**config.mk**
```make
export PLATFORM = sky130hd
export DESIGN_NAME = clock_set_ctrl
export DESIGN_NICKNAME = d
export VERILOG_FILES = /design/src/rtl/clock_set_ctrl.sv
export SDC_FILE = /design/constraint.sdc
export NUM_CORES = 1
export LEC_CHECK = 0
export CORE_MARGIN = 3
export CORE_UTILIZATION = 57
export CTS_BUF_LIST = sky130_fd_sc_hd__clkbuf_4
export CTS_CLUSTER_SIZE = 20
export DETAILED_ROUTE_END_ITERATION = 12
export PLACE_DENSITY = 0.82
export SYNTH_ARGS = -nofsm -noshare
export SYNTH_HDL_FRONTEND = slang
export SYNTH_SLANG_ARGS = --single-unit
```
**constraint.sdc**
```tcl
create_clock -name clk -period 2.4 [get_ports clk]
set_input_delay 0.24 -clock clk [delete_from_list [all_inputs] [get_ports clk]]
set_output_delay 0.24 -clock clk [all_outputs]
set_load 0.05 [all_outputs]
```
**src/rtl/clock_set_ctrl.sv**
```systemverilog
`default_nettype none
// ============================================================================
// Module   : clock_set_ctrl
// Brief    : Button debounce and field-by-field time/alarm edit controller.
// Revision : 1.0 - initial release
// ============================================================================
module clock_set_ctrl #(
  parameter int DEBOUNCE_CYCLES = 20,
  parameter int TIMEOUT_CYCLES  = 10000
) (
  input  logic       clk,
  input  logic       reset,
  input  logic       btn_mode,
  input  logic       btn_alarm,
  input  logic       btn_inc,
  input  logic [7:0] hh_cur,
  input  logic [7:0] mm_cur,
  input  logic [7:0] ss_cur,
  input  logic       pm_cur,
  output logic [7:0] hh_load,
  output logic [7:0] mm_load,
  output logic [7:0] ss_load,
  output logic       pm_load,
  output logic       load_time,
  output logic       load_alarm,
  output logic       editing,
  output logic [1:0] edit_field
);

  localparam int c_DB_W  = (DEBOUNCE_CYCLES < 2) ? 1 : $clog2(DEBOUNCE_CYCLES);
  localparam int c_TMO_W = (TIMEOUT_CYCLES < 2) ? 1 : $clog2(TIMEOUT_CYCLES);
  localparam int c_NBTN  = 3;

  localparam logic [c_DB_W-1:0]  c_DB_LAST  = c_DB_W'(DEBOUNCE_CYCLES - 1);
  localparam logic [c_TMO_W-1:0] c_TMO_LAST = c_TMO_W'(TIMEOUT_CYCLES - 1);

  // ---------------------------------------------------------------------------
  // Button conditioning: 2-flop sync, debounce counter, rising-edge press pulse
  // ---------------------------------------------------------------------------
  logic [c_NBTN-1:0] w_btn_raw;
  logic [c_NBTN-1:0] w_press;
  logic              w_press_mode;
  logic              w_press_alarm;
  logic              w_press_inc;

  assign w_btn_raw = {btn_inc, btn_alarm, btn_mode};

  generate
    for (genvar gi = 0; gi < c_NBTN; gi++) begin : g_btn
      logic              r_sync1_q;
      logic              r_sync2_q;
      logic              r_level_q;
      logic              r_level_dly_q;
      logic              r_press_q;
      logic [c_DB_W-1:0] r_cnt_q;

      always_ff @(posedge clk) begin
        if (reset) begin
          r_sync1_q     <= 1'b0;
          r_sync2_q     <= 1'b0;
          r_level_q     <= 1'b0;
          r_level_dly_q <= 1'b0;
          r_press_q     <= 1'b0;
          r_cnt_q       <= '0;
        end else begin
          r_sync1_q     <= w_btn_raw[gi];
          r_sync2_q     <= r_sync1_q;
          r_level_dly_q <= r_level_q;
          r_press_q     <= r_level_q & ~r_level_dly_q;
          // Any cycle agreeing with the accepted level restarts the count.
          if (r_sync2_q == r_level_q) begin
            r_cnt_q <= '0;
          end else if (r_cnt_q == c_DB_LAST) begin
            r_level_q <= r_sync2_q;
            r_cnt_q   <= '0;
          end else begin
            r_cnt_q <= r_cnt_q + 1'b1;
          end
        end
      end

      assign w_press[gi] = r_press_q;
    end
  endgenerate

  assign w_press_mode  = w_press[0];
  assign w_press_alarm = w_press[1];
  assign w_press_inc   = w_press[2];

  // ---------------------------------------------------------------------------
  // BCD helpers
  // ---------------------------------------------------------------------------
  function automatic logic [7:0] f_san_hh(input logic [7:0] v);
    logic ok;
    ok = ((v[7:4] == 4'd0) && (v[3:0] >= 4'd1) && (v[3:0] <= 4'd9)) ||
         ((v[7:4] == 4'd1) && (v[3:0] <= 4'd2));
    return ok ? v : 8'h12;
  endfunction

  function automatic logic [7:0] f_san_ms(input logic [7:0] v);
    return ((v[7:4] <= 4'd5) && (v[3:0] <= 4'd9)) ? v : 8'h00;
  endfunction

  function automatic logic [7:0] f_inc_hh(input logic [7:0] v);
    logic [7:0] r;
    if (v == 8'h12)           r = 8'h01;
    else if (v[3:0] == 4'd9)  r = 8'h10;
    else                      r = {v[7:4], v[3:0] + 4'd1};
    return r;
  endfunction

  function automatic logic [7:0] f_inc_ms(input logic [7:0] v);
    logic [7:0] r;
    if (v == 8'h59)           r = 8'h00;
    else if (v[3:0] == 4'd9)  r = {v[7:4] + 4'd1, 4'd0};
    else                      r = {v[7:4], v[3:0] + 4'd1};
    return r;
  endfunction

  // ---------------------------------------------------------------------------
  // Edit state machine
  // ---------------------------------------------------------------------------
  typedef enum logic [2:0] {
    S_IDLE    = 3'd0,
    S_EDIT_HH = 3'd1,
    S_EDIT_MM = 3'd2,
    S_EDIT_SS = 3'd3,
    S_COMMIT  = 3'd4
  } state_t;

  state_t              r_state_q, w_state_d;
  logic                r_target_q, w_target_d;
  logic [7:0]          r_hh_q, w_hh_d;
  logic [7:0]          r_mm_q, w_mm_d;
  logic [7:0]          r_ss_q, w_ss_d;
  logic                r_pm_q, w_pm_d;
  logic [7:0]          r_al_hh_q, w_al_hh_d;
  logic [7:0]          r_al_mm_q, w_al_mm_d;
  logic [7:0]          r_al_ss_q, w_al_ss_d;
  logic                r_al_pm_q, w_al_pm_d;
  logic [c_TMO_W-1:0]  r_tmo_q, w_tmo_d;

  always_ff @(posedge clk) begin
    if (reset) begin
      r_state_q  <= S_IDLE;
      r_target_q <= 1'b0;
      r_hh_q     <= 8'h12;
      r_mm_q     <= 8'h00;
      r_ss_q     <= 8'h00;
      r_pm_q     <= 1'b0;
      r_al_hh_q  <= 8'h12;
      r_al_mm_q  <= 8'h00;
      r_al_ss_q  <= 8'h00;
      r_al_pm_q  <= 1'b0;
      r_tmo_q    <= '0;
    end else begin
      r_state_q  <= w_state_d;
      r_target_q <= w_target_d;
      r_hh_q     <= w_hh_d;
      r_mm_q     <= w_mm_d;
      r_ss_q     <= w_ss_d;
      r_pm_q     <= w_pm_d;
      r_al_hh_q  <= w_al_hh_d;
      r_al_mm_q  <= w_al_mm_d;
      r_al_ss_q  <= w_al_ss_d;
      r_al_pm_q  <= w_al_pm_d;
      r_tmo_q    <= w_tmo_d;
    end
  end

  always_comb begin
    w_state_d  = r_state_q;
    w_target_d = r_target_q;
    w_hh_d     = r_hh_q;
    w_mm_d     = r_mm_q;
    w_ss_d     = r_ss_q;
    w_pm_d     = r_pm_q;
    w_al_hh_d  = r_al_hh_q;
    w_al_mm_d  = r_al_mm_q;
    w_al_ss_d  = r_al_ss_q;
    w_al_pm_d  = r_al_pm_q;
    w_tmo_d    = r_tmo_q;

    unique case (r_state_q)
      S_IDLE: begin
        w_tmo_d = '0;
        if (w_press_mode) begin
          w_hh_d     = f_san_hh(hh_cur);
          w_mm_d     = f_san_ms(mm_cur);
          w_ss_d     = f_san_ms(ss_cur);
          w_pm_d     = pm_cur;
          w_target_d = 1'b0;
          w_state_d  = S_EDIT_HH;
        end else if (w_press_alarm) begin
          w_hh_d     = f_san_hh(r_al_hh_q);
          w_mm_d     = f_san_ms(r_al_mm_q);
          w_ss_d     = f_san_ms(r_al_ss_q);
          w_pm_d     = r_al_pm_q;
          w_target_d = 1'b1;
          w_state_d  = S_EDIT_HH;
        end
      end

      S_EDIT_HH, S_EDIT_MM, S_EDIT_SS: begin
        // mode takes precedence; a coincident inc is dropped.
        if (w_press_mode) begin
          w_tmo_d = '0;
          unique case (r_state_q)
            S_EDIT_HH: w_state_d = S_EDIT_MM;
            S_EDIT_MM: w_state_d = S_EDIT_SS;
            default:   w_state_d = S_COMMIT;
          endcase
        end else if (w_press_inc) begin
          w_tmo_d = '0;
          unique case (r_state_q)
            S_EDIT_HH: begin
              w_hh_d = f_inc_hh(r_hh_q);
              if (r_hh_q == 8'h11) w_pm_d = ~r_pm_q;
            end
            S_EDIT_MM: w_mm_d = f_inc_ms(r_mm_q);
            default:   w_ss_d = f_inc_ms(r_ss_q);
          endcase
        end else if (r_tmo_q == c_TMO_LAST) begin
          w_tmo_d   = '0;
          w_state_d = S_IDLE;
        end else begin
          w_tmo_d = r_tmo_q + 1'b1;
        end
      end

      S_COMMIT: begin
        if (r_target_q) begin
          w_al_hh_d = r_hh_q;
          w_al_mm_d = r_mm_q;
          w_al_ss_d = r_ss_q;
          w_al_pm_d = r_pm_q;
        end
        w_state_d = S_IDLE;
      end

      default: w_state_d = S_IDLE;
    endcase
  end

  // ---------------------------------------------------------------------------
  // Outputs
  // ---------------------------------------------------------------------------
  assign hh_load    = r_hh_q;
  assign mm_load    = r_mm_q;
  assign ss_load    = r_ss_q;
  assign pm_load    = r_pm_q;
  assign load_time  = (r_state_q == S_COMMIT) & ~r_target_q;
  assign load_alarm = (r_state_q == S_COMMIT) &  r_target_q;
  assign editing    = (r_state_q == S_EDIT_HH) || (r_state_q == S_EDIT_MM) ||
                      (r_state_q == S_EDIT_SS);

  always_comb begin
    edit_field = 2'd0;
    unique case (r_state_q)
      S_EDIT_HH: edit_field = 2'd1;
      S_EDIT_MM: edit_field = 2'd2;
      S_EDIT_SS: edit_field = 2'd3;
      default:   edit_field = 2'd0;
    endcase
  end

endmodule
`default_nettype wire

```
* Word-level counts from Yosys, hierarchy flattened *
Index checks and enable logic that the tools add are counted.

storage, ports and cells
  bits in registers = 98
  output and inout bits = 30

cells by class
  $add $sub $neg = 9
  magnitude comparators = 14
  equality and inequality tests = 32
  mux-type cells = 51
  bitwise gates (word level) = 13
  reduce and logical (&&, ||, !) cells = 37

operators by type and width
  kind                     number
  $mux W8                  27
  $pmux W8 S2              3
  $mux W14                 3
  $pmux W14 S2             1
  $le A4 B4 Y1 const B     6
  $reduce_and A6 Y1        4
  $add A4 B1 Y4 const B    5
  $ne A3 B3 Y1 const B     6
  $eq A8 B5 Y1 const B     2
  $eq A8 B7 Y1 const B     2
  $le A4 B3 Y1 const B     4
  $add A5 B1 Y5 const B    3
  $eq A5 B5 Y1 const B     3
  $mux W3                  5
  $reduce_and A5 Y1        3
  $add A14 B1 Y14 const B  1
  $eq A14 B14 Y1 const B   1
  $eq A4 B4 Y1 const B     3
  $ne A2 B2 Y1 const B     6
  $pmux W3 S2              2
  $reduce_or A3 Y1         4
  $logic_and A1 B1 Y1      10
  $reduce_and A2 Y1        5
  $eq A4 B1 Y1 const B     2
  17 further kinds         45

* Longest topological paths before layout *
  depth after elaboration = 8
  depth in mapped cells = 8

* Worst setup path before layout *
OpenSTA, ideal clock, no wires.

  path kind = register to register
  start point = register r_ss_q[0] (netlist: ss_load[0])
  end point = register r_ss_q[7] (netlist: ss_load[7])
  library setup time = 0.071 ns
  arrival = 2.207 ns
  data required time = 2.329 ns
  path slack = 0.122 ns
  cell stages (with the launch flop) = 7
  path buffers = 1
  path through = dfxtp_1 -> ha_1 -> nand2_1 -> or4_1 -> clkbuf_1 -> or4_1 -> a21oi_1

on the way
  word-level cells in the longest chain between the ends = 6

ends and longest elaborated chain
  element                 line  RTL
  start, declared         135   logic [7:0] r_ss_q, w_ss_d;
  start signal, assigned  161   r_ss_q <= w_ss_d;
  $eq A8 B7 Y1            114   if (v == 8'h59) r = 8'h00;
  $mux W8                 114
  $mux W8                 215   unique case (r_state_q)
  $mux W8                 213   end else if (w_press_inc) begin
  $mux W8                 206   if (w_press_mode) begin
  $pmux W8 S2             184   unique case (r_state_q)

Parallel ways exist; a longest one is shown, timed or not. The select of a mux whose other input is x is not followed.
A chain may end at the register's enable or synchronous reset.

* Final worst setup path *
  start point = register r_state_q[1]
  end point = output port edit_field[1]

on the way
  word-level cells in the longest chain between the ends = 2

ends and longest elaborated chain
  element                                       line  RTL
  start, declared                               131   state_t r_state_q, w_state_d;
  start signal, assigned                        157   r_state_q <= w_state_d;
  $eq A3 B2 Y1 or $eq A3 B1 Y1 (tied branches)  259   unique case (r_state_q)
  $pmux W2 S3 *                                 259
  end, declared                                 27    output logic [1:0] edit_field

Every way passes the cells marked *; elsewhere a longest branch is shown, timed or not.

==> impl_metrics.csv <==
group,metric,value,unit
finish,fill_cells,630,
hold_path,min-delay-path-class,"input port to flop",
critical_path,crit_path_end,"edit_field[1]",
sta,setup_violations,0,
critical_path,startpoint_type,"flop",
detailed_routing,drt-initial-drc-count,413,
critical_path,rr_worst_depth,5,
cts,htreeDepth,3,
cts,cts_resized,0,
cts,cts_made_buffers,9,
detailed_routing,firstDrtPassIters,5,
synthesis,ys_async_sr_fraction,0,%
grt,overflow,0,
sta,finalMaxSlewViolations,0,
die,io_pins,60,
finish,final_area,5690,um^2
cts,clk_path_buf_depth,2,
placed_design,pre_cts_ws,0.281,ns
finish,diodes,0,
cts,cts_setup_buffers,0,
cts,cts.sinks,98,
placed_design,place_inst,750,
die,die_h,97.5,um
finish,layoutNonFillerInstCount,766,
cts,ctsHoldBuffers,0,
cts,cts_tree,"yes",
critical_path,path_cells,"buf_4 > nor2b_1 > clkdlybuf4s50_1",
detailed_routing,ant_nets,0,
placed_design,gp_congestion,0.904,
pwr,p_leak,0.00197,uW
finish,area_growth_syn_to_layout,19.2,%
detailed_routing,via_per_inst,5.98,
placed_design,dp.final_hpwl,8.30,mm
grt,grt_max_degree,45,
pwr,power.density,476,nW/um^2
grt,grt_pass1_wl,20.0,mm
grt,antenna_found_initial,0,
synthesis,netlist_area,4770,um^2
cts,clkTransAtPathRegs,0.17,ns
detailed_routing,drc,0,
critical_path,critical_path_class,"flop to output pin",
sta,slew_headroom,50.0,%
critical_path,cp-end-kind,"output pin",
finish,final_layout_size_suffix_gt1_share,7.08,%
sta,rsz0062_at_grt,"no",
critical_path,crit_arrival,2.02,ns
run,drv_cap,0,
die,die_w,97.5,um
synthesis,ys_seq_area_share,41.1,%
synthesis,synth_edf_count,0,
die,rows,32,
finish,finalNetCount,699,
cts,cts-root-buf,"clkbuf_4",
synthesis,synth.distinct_cells,57,
die,start_util,60.2,%
sta,fin_crit,2.26,ns
placed_design,io_buffers,59,
synthesis,synth_ff_type,"dfxtp_1",
sta,fmax,0.443,GHz
sta,setup_ws,0.141,ns
critical_path,setup.worst_path.start,"r_state_q[1]",
critical_path,r2r_slack,0.22,ns
detailed_routing,vias,4580,
synthesis,synth_nets,638,
sta,hold_viol_final,0,
die,dieArea,9500,um^2
synthesis,avgSynthCellArea,7.98,um^2
critical_path,cp_max_fo,15,
pwr,totalPowerFinal,2710,uW
synthesis,yosysWarnings,0,
sta,setup_tns,0,ns
cts,clk_latency,0.45,ns
grt,grt_pass1_vias,4286,
synthesis,netlist_instances,598,
sta,period_share,94.1,%
detailed_routing,drt_wl_total,11.7,mm
critical_path,r2r_start,"g_btn[0].r_press_q",
critical_path,critPathMaxStageDelay,0.85,ns
sta,tightest_slew,0.750,ns
die,core_region_area,7930,um^2
synthesis,ys_ff_latch,98,
critical_path,crit_required,2.16,ns
critical_path,cp_slowest_cell,"clkdlybuf4s50_1",
critical_path,r2r-end,"mm_load[7]",
detailed_routing,drt-wirelength-per-cell,15.3,um
pwr,ir_drop,445,uV
run_status,outcome,"complete, no violations",
sta,finalClockSkew,0.0130,ns
grt,grt.total_usage,24.7,%
placed_design,postPlaceCellArea,5520,um^2
## cells in the final DEF (no fill, tap or decap), types with 9 or more instances in the layout
| cell type | netlist | final |
|---|---|---|
| a211oi_1 | 12 | 12 |
| a21oi_1 | 54 | 54 |
| buf_4 | 0 | 21 |
| clkbuf_4 | 0 | 9 |
| clkdlybuf4s50_1 | 0 | 54 |
| dfxtp_1 | 98 | 98 |
| ha_1 | 10 | 10 |
| inv_1 | 11 | 11 |
| nand2_1 | 76 | 76 |
| nand3_1 | 30 | 30 |
| nand4_1 | 16 | 16 |
| nor2_1 | 64 | 64 |
| nor2b_1 | 26 | 26 |
| nor3_1 | 16 | 16 |
| o21ai_0 | 37 | 37 |
| xnor2_1 | 11 | 11 |
| xor2_1 | 13 | 13 |
## registers in the layout, summed over array words and instances, names as in the netlist
register and count:
g_btn.r_cnt_q 15, g_btn.r_level_dly_q 3, g_btn.r_press_q 3, g_btn.r_sync1_q 3
r_tmo_q 14, r_state_q 3, r_target_q 1, hh_load 8
ss_load 8, g_btn.r_sync2_q 3, pm_load 1, g_btn.r_level_q 3
r_al_pm_q 1, r_al_mm_q 8, mm_load 8, r_al_ss_q 8
r_al_hh_q 8
## cells by family after synthesis
group | share of synthesized area (%)
buffers and inverters | 3.28
AND/OR/NAND/NOR | 30.1
multiplexers | 1.05
flip-flops | 41.1
adder cells (fa/ha/maj) | 2.62
XOR/XNOR | 4.41
AO/OA/AOI/OAI | 17.5
## per-stage QoR
step | util, % | hold slack (ns)
5_1_grt | 71.8 | 0.333
4_1_cts | 71.7 | 0.297
6_report | 71.8 | 0.327
2_1_floorplan | - | 0.367
3_5_place_dp | 69.7 | 0.378
3_3_place_gp | 69.7 | 0.380
## worst max-delay path: cells and delay by family (launching register included)
kind / cells / cell delay, ns
buffers and inverters: 2 / 1.05
flip-flops: 1 / 0.36
AND/OR/NAND/NOR: 1 / 0.16
## how the worst min path moves through the flow
stage / to / startpoint / slack [ns] / depth (start not counted)
after global routing: g_btn[2].r_sync2_q / reset / 0.33 / 2
after CTS: g_btn[1].r_level_q / reset / 0.30 / 2
after floorplan: g_btn[0].r_press_q / g_btn[0].r_level_dly_q / 0.37 / 1
final: g_btn[2].r_sync1_q / reset / 0.33 / 2
after global placement: g_btn[1].r_press_q / g_btn[1].r_level_dly_q / 0.38 / 1
after detailed placement: g_btn[0].r_press_q / g_btn[0].r_level_dly_q / 0.38 / 1
## cell usage after synthesis (12+ instances only)
master,instances,area share [%]
xor2_1,13,2.4
clkbuf_1,24,1.9
dfxtp_1,98,41
a21oi_1,54,5.7
a211oi_1,12,1.9
nor2_1,64,5.0
nor3_1,16,1.7
nand3_1,30,3.1
nor2b_1,26,3.4
nand2_1,76,6.0
nand4_1,16,2.1
o21ai_0,37,3.9
## power breakdown
| group | total [uW] | switching, uW | internal, uW |
|---|---|---|---|
| Combinational | 107 | 50.0 | 56.7 |
| Sequential | 1640 | 2.93 | 1630 |
| Clock | 965 | 614 | 351 |
## layer usage
| layer | vias to the layer above | share of wire, % | GRT usage (%) |
|---|---|---|---|
| met5 | - | 0 | 0 |
| met4 | 0 | 2.4 | 8.09 |
| met3 | 30 | 5.2 | 4.31 |
| met2 | 165 | 49 | 42.0 |
| met1 | 2139 | 44 | 31.7 |
| li1 | 2246 | - | - |
## layout make-up
cell class | instances | area (um^2) | area share (%)
well taps | 102 | 128 | 2.24
flip-flops and latches | 98 | 1960 | 34.5
clock buffers | 9 | 67.6 | 1.19
multi-input cells | 459 | 2650 | 46.6
clock inverters | 7 | 91.3 | 1.61
inverters | 13 | 52.6 | 0.924
repair buffers | 78 | 736 | 12.9
No activity file was read; power rests on OpenSTA's default activity.
